$ cat config.mk
export PLATFORM = sky130hd
export DESIGN_NAME = mdio_master_param
export DESIGN_NICKNAME = d
export VERILOG_FILES = /design/src/rtl/mdio_master_param.sv
export SDC_FILE = /design/constraint.sdc
export NUM_CORES = 1
export LEC_CHECK = 0
export CAP_MARGIN = 15
export CORE_ASPECT_RATIO = 0.7
export CORE_UTILIZATION = 30
export CTS_CLUSTER_SIZE = 14
export DETAILED_ROUTE_END_ITERATION = 8
export GPL_TIMING_DRIVEN = 0
export PLACE_DENSITY = 0.56
export SLEW_MARGIN = 20
export SYNTH_ARGS = -nofsm -noshare
export SYNTH_HDL_FRONTEND = slang
export SYNTH_SLANG_ARGS = --single-unit
$ cat constraint.sdc
create_clock -name i_clk -period 5.1 [get_ports i_clk]
set_clock_uncertainty 0.15 [all_clocks]
set_input_delay 1.02 -clock i_clk [delete_from_list [all_inputs] [get_ports i_clk]]
set_output_delay 1.02 -clock i_clk [all_outputs]
set_load 0.02 [all_outputs]
$ cat src/rtl/mdio_master_param.sv
// mdio_master_param
//   MDIO management master (Clause 22, optionally Clause 45).
//   Serialises one 32-bit frame per accepted request.
//   The frame is an optional all-ones preamble, then 14 header bits, 2 turnaround bits and 16 data bits.
//   MDC is a divided copy of i_clk. It is built from a counter and toggles only while a frame is in progress.
//   Read data is shifted in on each MDC rise during the data field.
//   The captured word is published with a one-cycle valid pulse when the frame ends.
//
// Configuration macro: MDIO_C45_EN
//   When defined, ST=00 frames are also accepted as Clause 45.
//   OP=1x is a read; OP=0x is an address or write.
//
// Parameters
//   DIV      MDC half-period in i_clk cycles (>=1)
//   PRE_LEN  number of preamble '1' bits (0..32)
//
// Ports
//   i_clk          system clock, all state updates on its rising edge
//   i_reset        synchronous, active-low reset
//   i_start_stb    request pulse, taken only while o_busy=0
//   i_transaccion  {ST,OP,PHYAD,REGAD,TA,DATA} frame image
//   o_busy         frame in progress
//   o_err_stb      one-cycle pulse, request rejected (illegal ST/OP)
//   o_rd_data      last captured read data
//   o_rd_data_vld  one-cycle pulse, o_rd_data updated
//   o_mdc          management clock, low when idle
//   o_mdio_out     serial data towards the pad
//   o_mdio_oe      pad output enable (1 = master drives)
//   i_mdio_in      serial data from the pad
module mdio_master_param #(
  parameter int DIV     = 2,
  parameter int PRE_LEN = 32
) (
  input  logic        i_clk,
  input  logic        i_reset,
  input  logic        i_start_stb,
  input  logic [31:0] i_transaccion,
  output logic        o_busy,
  output logic        o_err_stb,
  output logic [15:0] o_rd_data,
  output logic        o_rd_data_vld,
  output logic        o_mdc,
  output logic        o_mdio_out,
  output logic        o_mdio_oe,
  input  logic        i_mdio_in
);

  localparam int            CW       = $clog2(2 * DIV) + 1;
  localparam logic [CW-1:0] CNT_LAST = CW'(2 * DIV - 1);
  localparam logic [CW-1:0] CNT_RISE = CW'(DIV - 1);
  localparam logic [5:0]    PRE_LAST = 6'((PRE_LEN > 0) ? (PRE_LEN - 1) : 0);

  typedef enum logic [2:0] {S_IDLE, S_PRE, S_HDR, S_TA, S_DAT} state_t;

  state_t        r_state;
  logic [CW-1:0] r_cnt;    // position inside the current bit period
  logic [5:0]    r_bits;   // bits remaining in the current field, minus one
  logic [31:0]   r_sh;     // frame image; bit 31 is the next bit to send
  logic          r_read;
  logic [15:0]   r_rd_sh;

  logic [1:0] w_st;
  logic [1:0] w_op;
  logic       w_legal;
  logic       w_read;
  logic       w_bit_end;
  logic       w_rise;

  assign w_st = i_transaccion[31:30];
  assign w_op = i_transaccion[29:28];

`ifdef MDIO_C45_EN
  assign w_legal = ((w_st == 2'b01) && ((w_op == 2'b01) || (w_op == 2'b10))) || (w_st == 2'b00);
  assign w_read  = ((w_st == 2'b01) && (w_op == 2'b10)) || ((w_st == 2'b00) && w_op[1]);
`else
  assign w_legal = (w_st == 2'b01) && ((w_op == 2'b01) || (w_op == 2'b10));
  assign w_read  = (w_op == 2'b10);
`endif

  assign w_bit_end = (r_cnt == CNT_LAST);
  assign w_rise    = (r_cnt == CNT_RISE);

  // Frame sequencer: bit timing, serialisation, read capture and handshake outputs.
  // During turnaround and data, the driven value is masked to 0 on reads because the pad is released.
  always_ff @(posedge i_clk) begin
    if (!i_reset) begin
      r_state       <= S_IDLE;
      r_cnt         <= '0;
      r_bits        <= 6'd0;
      r_sh          <= 32'd0;
      r_read        <= 1'b0;
      r_rd_sh       <= 16'd0;
      o_busy        <= 1'b0;
      o_err_stb     <= 1'b0;
      o_rd_data     <= 16'd0;
      o_rd_data_vld <= 1'b0;
      o_mdc         <= 1'b0;
      o_mdio_out    <= 1'b0;
      o_mdio_oe     <= 1'b0;
    end else begin
      o_err_stb     <= 1'b0;
      o_rd_data_vld <= 1'b0;
      case (r_state)
        S_IDLE: begin
          if (i_start_stb) begin
            if (w_legal) begin
              o_busy    <= 1'b1;
              o_mdc     <= 1'b0;
              o_mdio_oe <= 1'b1;
              r_cnt     <= '0;
              r_read    <= w_read;
              if (PRE_LEN > 0) begin
                r_state    <= S_PRE;
                r_bits     <= PRE_LAST;
                o_mdio_out <= 1'b1;
                r_sh       <= i_transaccion;
              end else begin
                r_state    <= S_HDR;
                r_bits     <= 6'd13;
                o_mdio_out <= i_transaccion[31];
                r_sh       <= {i_transaccion[30:0], 1'b0};
              end
            end else begin
              o_err_stb <= 1'b1;
            end
          end
        end
        S_PRE, S_HDR, S_TA, S_DAT: begin
          if (w_bit_end) begin
            r_cnt <= '0;
            o_mdc <= 1'b0;
            case (r_state)
              S_PRE: begin
                if (r_bits == 6'd0) begin
                  r_state    <= S_HDR;
                  r_bits     <= 6'd13;
                  o_mdio_out <= r_sh[31];
                  r_sh       <= {r_sh[30:0], 1'b0};
                end else begin
                  r_bits     <= r_bits - 6'd1;
                  o_mdio_out <= 1'b1;
                end
              end
              S_HDR: begin
                r_sh <= {r_sh[30:0], 1'b0};
                if (r_bits == 6'd0) begin
                  // First turnaround bit: writes drive '1', reads release the pad.
                  r_state    <= S_TA;
                  r_bits     <= 6'd1;
                  o_mdio_out <= ~r_read;
                  o_mdio_oe  <= ~r_read;
                end else begin
                  r_bits     <= r_bits - 6'd1;
                  o_mdio_out <= r_sh[31];
                end
              end
              S_TA: begin
                r_sh <= {r_sh[30:0], 1'b0};
                if (r_bits == 6'd0) begin
                  r_state    <= S_DAT;
                  r_bits     <= 6'd15;
                  o_mdio_out <= r_sh[31] & ~r_read;
                end else begin
                  r_bits     <= r_bits - 6'd1;
                  o_mdio_out <= 1'b0;
                end
              end
              S_DAT: begin
                if (r_bits == 6'd0) begin
                  r_state    <= S_IDLE;
                  o_busy     <= 1'b0;
                  o_mdio_out <= 1'b0;
                  o_mdio_oe  <= 1'b0;
                  if (r_read) begin
                    o_rd_data     <= r_rd_sh;
                    o_rd_data_vld <= 1'b1;
                  end
                end else begin
                  r_bits     <= r_bits - 6'd1;
                  o_mdio_out <= r_sh[31] & ~r_read;
                  r_sh       <= {r_sh[30:0], 1'b0};
                end
              end
              default: r_state <= S_IDLE;
            endcase
          end else begin
            r_cnt <= r_cnt + CW'(1);
            if (w_rise) begin
              o_mdc <= 1'b1;
              if (r_state == S_DAT) begin
                r_rd_sh <= {r_rd_sh[14:0], i_mdio_in};
              end
            end
          end
        end
        default: begin
          r_state <= S_IDLE;
          o_busy  <= 1'b0;
          o_mdc   <= 1'b0;
        end
      endcase
    end
  end

endmodule

### Word-level counts from Yosys, hierarchy flattened

Index checks and enable logic that the tools add are counted.

| storage, ports and cells | value |
|---|---|
| output and inout port bits | 22 |
| word-level logic and storage cells | 114 |
| register bits after elaboration | 83 |
| input port bits | 36 |

| operators by class | value |
|---|---|
| bitwise gates (word level) | 3 |
| add/sub/neg operators | 2 |
| reductions and logical operators | 20 |
| equal/unequal tests | 23 |
| mux-type cells | 53 |

Operators with widths:

| kind | number |
|---|---|
| 32-bit two-way mux | 5 |
| 32-bit case mux with 3 select lines | 1 |
| 32-bit case mux with 2 select lines | 1 |
| 6-bit two-way mux | 7 |
| 3-bit two-way mux | 10 |
| 6-bit case mux with 4 select lines | 1 |
| 3-bit inequality test, second input constant | 7 |
| 7-bit AND reduction | 3 |
| 5-bit AND reduction | 4 |
| 1-bit two-way mux | 18 |
| 3-bit case mux with 2 select lines | 2 |
| 3-bit case mux with 4 select lines | 1 |
| 6-bit case mux with 2 select lines | 1 |
| 3-bit AND reduction | 4 |
| 2-bit inequality test, second input constant | 5 |
| 1-bit case mux with 2 select lines | 5 |
| 3-bit by 2-bit == test with 1-bit output, second input constant | 3 |
| 3-bit by 1-bit == test with 1-bit output, second input constant | 2 |
| 6-bit zero test | 1 |
| 6-bit AND reduction | 1 |
| 6-bit by 1-bit subtractor with 6-bit output, second input constant | 1 |
| 5-bit inequality test, second input constant | 1 |
| 2-bit by 1-bit == test with 1-bit output, second input constant | 2 |
| 4-bit inequality test, second input constant | 1 |
| 13 further kinds | 14 |

### Logic depth before layout (Yosys ltp)

Gate-level depths: netlist (run 1).

| logic depth | value |
|---|---|
| depth after elaboration | 6 |
| mapped depth | 9 |
| mapped depth without buffers | 6 |

### Least setup slack after synthesis (run 1)

Ideal clock, no wire load.

| timing path | value |
|---|---|
| path type | input to register |
| start point | input i_transaccion[28] |
| end point | register r_bits[3] |
| cell stages on the path | 6 |
| path slack | 2.185 ns |
| arrival time | 2.647 ns |
| path buffers | 0 |
| required time | 4.833 ns |
| path through | inv_1 -> ha_1 -> or4bb_1 -> nor2_1 -> nor3_1 -> a32o_1 |

| on the way | value |
|---|---|
| word-level cells in the longest chain between the ends | 5 |

RTL lines:

| what | line | source |
|---|---|---|
| start, declared | 37 | `input logic [31:0] i_transaccion,` |
| 2-bit by 1-bit == test with 1-bit output or 2-bit == test (tied branches) | 76 | `assign w_legal = (w_st == 2'b01) && ((w_op == 2'b01) \|\| (w_op == 2'b10));` |
| 1-bit logical OR (*) | 76 |  |
| 1-bit logical AND (*) | 76 |  |
| 2-bit inequality test (no source line) (*) | - |  |
| 6-bit AND reduction (no source line) (*) | - |  |
| end signal, assigned | 140 | `r_bits <= r_bits - 6'd1;` |
| end signal, assigned | 153 | `r_bits <= r_bits - 6'd1;` |
| end signal, assigned | 164 | `r_bits <= r_bits - 6'd1;` |
| end, declared | 57 | `logic [5:0] r_bits;` |

Every way passes the cells marked *; elsewhere a longest branch is shown, timed or not.
A chain may end at the register's enable or synchronous reset.

### Worst setup path in the final report (run 1)

Ends and elaborated chain as after synthesis.

==> out/metrics.yaml, run 1 <==
status:
  outcome: "complete, no violations"
synth:
  synth_flop_cell: "dfxtp_1"
  yosysWarnings: 0
  syn_inst: 528
  avgSynthCellArea_um2: 8.31
  ys_seq_area_share_pct: 37.9
  synth_cell_type_count: 58
  ys_seq_elements: 83
  synth_edf_count: 0
  synthesis.nets: 569
  async_flop_share_pct: 0
  syn_area_um2: 4390
drt:
  vias: 4078
  totalWireLength_um: 12100
  drtIter0Drc: 404
  drtAntennaViolNets: 0
  drt-wirelength-per-cell_um: 15.3
  dr_wl_met3_um: 565
  wl_met2_um: 5050
  drtPass1Iterations: 5
  drcViolationCount: 0
  top_layer_used: "met4"
  m1WireLength_um: 6380
  via_per_inst: 5.16
worst_setup_path:
  critPathRequiredTime_ns: 5.18
  worst-path-max-fanout: 8
  cpPeakStageDelay_ns: 0.65
  path_delay_family: "simple AND/OR/NAND/NOR gates"
  path_cells: "clkdlybuf4s50_1 -> inv_1 -> ha_1 -> or4bb_1 -> nor2_1 -> nor3_1 -> a32o_1"
  reg2reg_depth: 6
  endpoint_kind: "flop"
  cp.arrival_ns: 3.76
  startpoint_type: "input pin"
  r2r-end: "r_bits[3]$_SDFFE_PN0P_"
  r2r_setup_slack_ns: 2.32
  cp_num_cells: 7
  reg2reg_from: "r_cnt[0]$_SDFFE_PN0P_"
  crit_type: "input pin to flop"
  critPathBufInv: 2
  crit_slowest_cell: "or4bb_1"
flow_run:
  drv_cap: 0
place:
  routabilityCongestion: 0.914
  hpwl_um: 8720
  portBuffers: 57
pwr:
  vdd_drop_max_uv: 140
  p_int_mw: 1.16
  finalPower_mw: 1.53
  pwr-share-seq_pct: 43.5
  cellLeakagePower_nw: 2.31
  power_frac_comb_pct: 10.3
  power.density_nw_per_um2: 278
  p_sw_mw: 0.370
  pwr-share-clk_pct: 46.2
  sw_frac_of_total_pct: 24.1
clocking:
  clock_latency_ns: 0.34
  clockRootBuffer: "clkbuf_16"
  cts_tree: "done"
  clock_path_buffers: 2
  postCtsHoldBufs: 0
  numCtsBuffers: 9
  h-tree-depth: 3
  postCtsSetupRepairBufs: 0
  clock_sinks: 83
  clkTransAtPathRegs_ns: 0.07
  cts_resized: 0
min_path:
  min_to: "r_sh[11]$_SDFFE_PN0P_"
  hp-start: "r_sh[11]$_SDFFE_PN0P_"
  min_path_type: "flop to flop"
  min_path_cells: 2
timing:
  min_period_ns: 3.68
  fmax_ghz: 0.272
  fin_crit_sh_pct: 72.2
  final-max-slew-violation-count: 0
  tns_ns: 0
  setup_viol_count_final: 0
  slew_headroom_pct: 36.9
  rsz0062_at_grt: "false"
  tightest_slew_ns: 0.940
  hold_viol_final: 0
die:
  die_y_um: 103
  io_pins: 58
  start_util_pct: 31.1
  die_area_um2: 15100
  rows: 36
  die_x_um: 147
  coreArea_um2: 14100
finish:
  syn_to_final_growth_pct: 25.7
  final_cell_mix: "dfxtp_1, nand2_1, clkdlybuf4s50_1"
  n_antenna_cell: 0
  finalNetCount: 637
  final_common_cell: "dfxtp_1"
  drive_above_1_share_pct: 5.49
grt:
  grt_pass1_wl_um: 19900
  grt_pass1_vias: 3764
  antenna_found_initial: 0
  grt_use_total_pct: 16.6
  grt_max_degree: 15
  grt-ovfl-total: 0
## sequential cells by signal, summed over array words and instances, names as in the netlist
signal         cells
o_busy             1
o_rd_data_vld      1
o_mdio_oe          1
r_cnt              3
o_rd_data         16
r_rd_sh           16
r_bits             6
r_sh              32
o_mdio_out         1
r_state            3
o_mdc              1
r_read             1
o_err_stb          1
## cells in the mapped netlist (all sizes together) (2+ instances only)
master	number	area share [%]
nor4bb	2	0.46
nor2	35	3.0
o21ai	33	3.8
a32o	2	0.46
nor3	11	1.5
o31a	2	0.40
nor2b	4	0.57
o32ai	2	0.40
mux2i	48	11
a21oi	32	3.6
or2	2	0.29
a21boi	30	5.1
a311oi	8	1.6
ha	5	1.4
o311a	2	0.46
nand3	8	0.91
buf	13	2.6
or3	3	0.43
or4b	2	0.46
dfxtp	83	38
nor3b	2	0.34
inv	6	0.51
nand2b	9	1.3
nor4	5	0.71
a211oi	3	0.51
a31oi	2	0.29
nor4b	2	0.40
nand2	77	6.6
and3	31	4.4
clkbuf	37	3.2
nand4	2	0.29
a41oi	3	0.60
o41ai	3	0.60
o211ai	2	0.66
## metal layers
metal	global-route usage, %	vias up
met5	0	-
met3	3.07	13
met2	24.5	106
met4	4.81	0
li1	-	2025
met1	24.3	1934
## stage by stage
step | setup slack (ns) | utilization (%) | cell area [um2] | instances | hold WS, ns
6_report | 1.42 | 39.1 | 5520 | 791 | 0.307
5_1_grt | 1.37 | 39.1 | 5520 | 791 | 0.326
4_1_cts | 1.48 | 39.1 | 5520 | 791 | 0.307
3_5_place_dp | 1.12 | 36.9 | 5200 | 775 | 0.298
3_3_place_gp | 1.12 | 36.9 | 5200 | 775 | 0.290
2_1_floorplan | 2.19 | - | 4390 | 528 | 0.284
## power groups by stage
stage / combinational [mW] / clock (mW) / sequential, mW
floorplan: 0.0904 / 0 / 0.683
global placement: 0.153 / 0 / 0.682
detailed placement: 0.155 / 0 / 0.682
CTS: 0.156 / 0.720 / 0.668
global route: 0.172 / 0.748 / 0.669
finish: 0.158 / 0.709 / 0.668
## worst reg2reg max path, stage by stage, from the launching register on
cell and delay [ns]:
dfxtp_1 0.43, ha_1 0.36, nand2b_1 0.09, clkbuf_1 0.23, nor3_1 0.82, nor3_1 0.27, a32o_1 0.33
## how the worst max path moves through the flow
stage                        endpoint  slack, ns         startpoint
5_1_grt        r_bits[4]$_SDFFE_PN0P_       1.37  i_transaccion[28]
3_5_place_dp   r_bits[3]$_SDFFE_PN0P_       1.12  i_transaccion[28]
4_1_cts        r_bits[3]$_SDFFE_PN0P_       1.48  i_transaccion[28]
3_3_place_gp   r_bits[3]$_SDFFE_PN0P_       1.12  i_transaccion[28]
6_report       r_bits[3]$_SDFFE_PN0P_       1.42  i_transaccion[28]
2_1_floorplan  r_bits[3]$_SDFFE_PN0P_       2.19  i_transaccion[28]
## final cells by class
type / count / area [um2]
fillers: 1415 / 8580
clock inverters: 5 / 86.3
multi-input cells: 388 / 2450
plain buffers: 50 / 253
repair buffers: 57 / 571
clock buffers: 11 / 233
well taps: 190 / 238
inverters: 7 / 26.3
flip-flops and latches: 83 / 1660
## kinds of logic after synthesis
kind of cell	count (synthesis)	share of synthesized area, %
AND/OR/NAND/NOR	203	23.4
AO/OA/AOI/OAI	131	19.8
flip-flops	83	37.9
buffers and inverters	57	6.36
multiplexers	48	10.9
adder cells (fa/ha/maj)	5	1.43
XOR/XNOR	1	0.200
No activity file was read; power rests on OpenSTA's default activity.
==> inputs of run 2 (changes only) <==
--- a/config.mk
+++ b/config.mk
@@ -11,7 +11,7 @@
 export CTS_CLUSTER_SIZE = 14
 export DETAILED_ROUTE_END_ITERATION = 8
 export GPL_TIMING_DRIVEN = 0
-export PLACE_DENSITY = 0.56
+export PLACE_DENSITY = 0.57
 export SLEW_MARGIN = 20
 export SYNTH_ARGS = -nofsm -noshare
 export SYNTH_HDL_FRONTEND = slang
==> constraint.sdc (replaced) <==
create_clock -name i_clk -period 3.24 [get_ports i_clk]
set_clock_uncertainty 0.15 [all_clocks]
set_input_delay 0.648 -clock i_clk [delete_from_list [all_inputs] [get_ports i_clk]]
set_output_delay 0.648 -clock i_clk [all_outputs]
set_load 0.02 [all_outputs]
==> run 2 against run 1 <==
  * Cell count unchanged
  * Wire length increased by 0.29%
  * Critical endpoint is now r_bits[1]$_SDFFE_PN0P_
  * Clock-buffer cell count unchanged
  * Sequential power up 57%
  * Clock power up 50%
  * Total power up 54%
  * Critical path depth stayed put
  * Cell area barely moved
  * Sequential share of layout area about the same
  * First-iteration DRC count fell by 43%
  * Combinational power grew 57%
  * Flip-flop and latch count stayed put
==> out/metrics.yaml, run 2 (synthesis results as in run 1) <==
worst_setup_path:
  endpoint_kind: "flop"
  startpoint_type: "input pin"
  crit_slowest_cell: "or4bb_1"
  path_cells: "clkdlybuf4s50_1 -> inv_1 -> ha_1 -> or4bb_1 -> nor2_2 -> nor3_1 -> a32o_1"
  cpPeakStageDelay_ns: 0.64
  cp.arrival_ns: 3.10
  crit_type: "input pin to flop"
  r2r_setup_slack_ns: 0.46
  critPathRequiredTime_ns: 3.32
  reg2reg_depth: 6
  worst-path-max-fanout: 8
clocking:
  clock_sinks: 83
  postCtsHoldBufs: 0
  clockRootBuffer: "clkbuf_16"
  clock_latency_ns: 0.34
  postCtsSetupRepairBufs: 0
  clkTransAtPathRegs_ns: 0.06
  clock_path_buffers: 2
  h-tree-depth: 3
  numCtsBuffers: 9
  cts_tree: "done"
die:
  die_x_um: 147
  io_pins: 58
  die_area_um2: 15100
  rows: 36
  start_util_pct: 31.1
  coreArea_um2: 14100
  die_y_um: 103
status:
  outcome: "complete, no violations"
finish:
  largest_reg_flops: 32
  n_fill_cell: 1443
  top_regs: "r_sh (32), o_rd_data (16), r_rd_sh (16)"
  final_common_cell: "dfxtp_1"
  utilization_pct: 39.2
  final_cell_mix: "dfxtp_1, nand2_1, clkdlybuf4s50_1"
  finalNetCount: 637
  largest-register: "r_sh"
  syn_to_final_growth_pct: 25.8
  n_antenna_cell: 0
  drive_above_1_share_pct: 6.16
grt:
  grt_max_degree: 15
  grt_pass1_wl_um: 19900
  grt_use_total_pct: 16.6
  antenna_found_initial: 0
  grt_pass1_vias: 3907
  grt-ovfl-total: 0
timing:
  tightest_slew_ns: 0.955
  fin_crit_sh_pct: 93.3
  setup_viol_count_final: 0
  slew_headroom_pct: 35.9
  hold_viol_final: 0
  setup_ws_ns: 0.218
  min_period_ns: 3.02
  timing.hold.ws_ns: 0.306
  rsz0062_at_grt: "false"
  fmax_ghz: 0.331
  final-max-slew-violation-count: 0
place:
  portBuffers: 57
  routabilityCongestion: 0.938
  hpwl_um: 8840
  dpl_worst_slack_ns: -0.345
pwr:
  cellLeakagePower_nw: 2.31
  power.density_nw_per_um2: 427
  p_sw_mw: 0.563
  pwr-share-seq_pct: 44.7
  p_int_mw: 1.79
  power_frac_comb_pct: 10.5
  vdd_drop_max_uv: 239
  pwr-share-clk_pct: 44.8
  finalPower_mw: 2.36
  sw_frac_of_total_pct: 23.9
drt:
  drt-wirelength-per-cell_um: 15.4
  totalWireLength_um: 12200
  drcViolationCount: 0
  drtIter0Drc: 230
  drtAntennaViolNets: 0
  vias: 4090
  drtPass1Iterations: 4
  via_per_inst: 5.17
min_path:
  min_path_cells: 2
  min_path_type: "flop to flop"
flow_run:
  drv_cap: 0
run 2: cell types whose count changed in the layout (fill, tap and decap cells not counted), sizes merged:
cell,change
bufinv,-1
clkinv,+2
inv,-1
run 2: metrics by stage:
step                cells  TNS (ns)  cell area (um2)
floorplan             528         0             4390
global placement      775    -11.89             5200
detailed placement    775    -10.65             5200
CTS                   791         0             5510
global route          791         0             5520
finish                791         0             5520
run 2: what timing repair did:
action,in CTS,in global routing
endpoints found under the setup margin,0,10
resized for setup,0,2
hold endpoints to repair,0,0
run 2: area by class of cell:
| class | instances | area [um2] | share of cell area, % |
|---|---|---|---|
| multi-input combinational | 388 | 2460 | 44.5 |
| sequential | 83 | 1660 | 30.1 |
| clock buffer | 11 | 253 | 4.58 |
| timing repair buffer | 57 | 571 | 10.3 |
| clock inverter | 5 | 61.3 | 1.11 |
| inverter | 7 | 26.3 | 0.476 |
| buffer | 50 | 253 | 4.58 |
| tap | 190 | 238 | 4.31 |
run 2: metal layers:
metal | global-route usage (%) | wire [um] | up-vias
met2 | 24.8 | 5210 | 102
met3 | 3.38 | 672 | 16
li1 | - | - | 2020
met1 | 23.5 | 6110 | 1952
met4 | 6.25 | 168 | 0
met5 | 0 | 0 | -
run 2: final timing paths:
check,startpoint,to
max reg2reg,r_cnt[0]$_SDFFE_PN0P_,r_bits[1]$_SDFFE_PN0P_
min reg2reg,r_sh[30]$_SDFFE_PN0P_,r_sh[30]$_SDFFE_PN0P_
min,r_sh[30]$_SDFFE_PN0P_,r_sh[30]$_SDFFE_PN0P_
max,i_transaccion[28],r_bits[1]$_SDFFE_PN0P_
run 2: power groups by stage:
stage / logic (mW) / registers, mW / clock network, mW
floorplan: 0.142 / 1.08 / 0
global placement: 0.241 / 1.07 / 0
detailed placement: 0.245 / 1.07 / 0
CTS: 0.246 / 1.05 / 1.09
global route: 0.271 / 1.05 / 1.13
finish: 0.248 / 1.05 / 1.06
run 2: worst max-delay path: cells and delay by family:
family | cells | cell delay (ns)
fa+ha+maj | 1 | 0.33
simple gates | 3 | 1.28
compound gates | 1 | 0.34
buf+inv | 2 | 0.51
==> inputs of run 3 (changes only) <==
--- a/config.mk
+++ b/config.mk
@@ -8,10 +8,11 @@
 export CAP_MARGIN = 15
 export CORE_ASPECT_RATIO = 0.7
 export CORE_UTILIZATION = 30
-export CTS_CLUSTER_SIZE = 14
+export CTS_CLUSTER_SIZE = 28
 export DETAILED_ROUTE_END_ITERATION = 8
 export GPL_TIMING_DRIVEN = 0
 export PLACE_DENSITY = 0.57
+export SKIP_CTS_REPAIR_TIMING = 1
 export SLEW_MARGIN = 20
 export SYNTH_ARGS = -nofsm -noshare
 export SYNTH_HDL_FRONTEND = slang
==> results of run 3 <==
No change in the layout: final DEF, timing and power equal those of run 2.
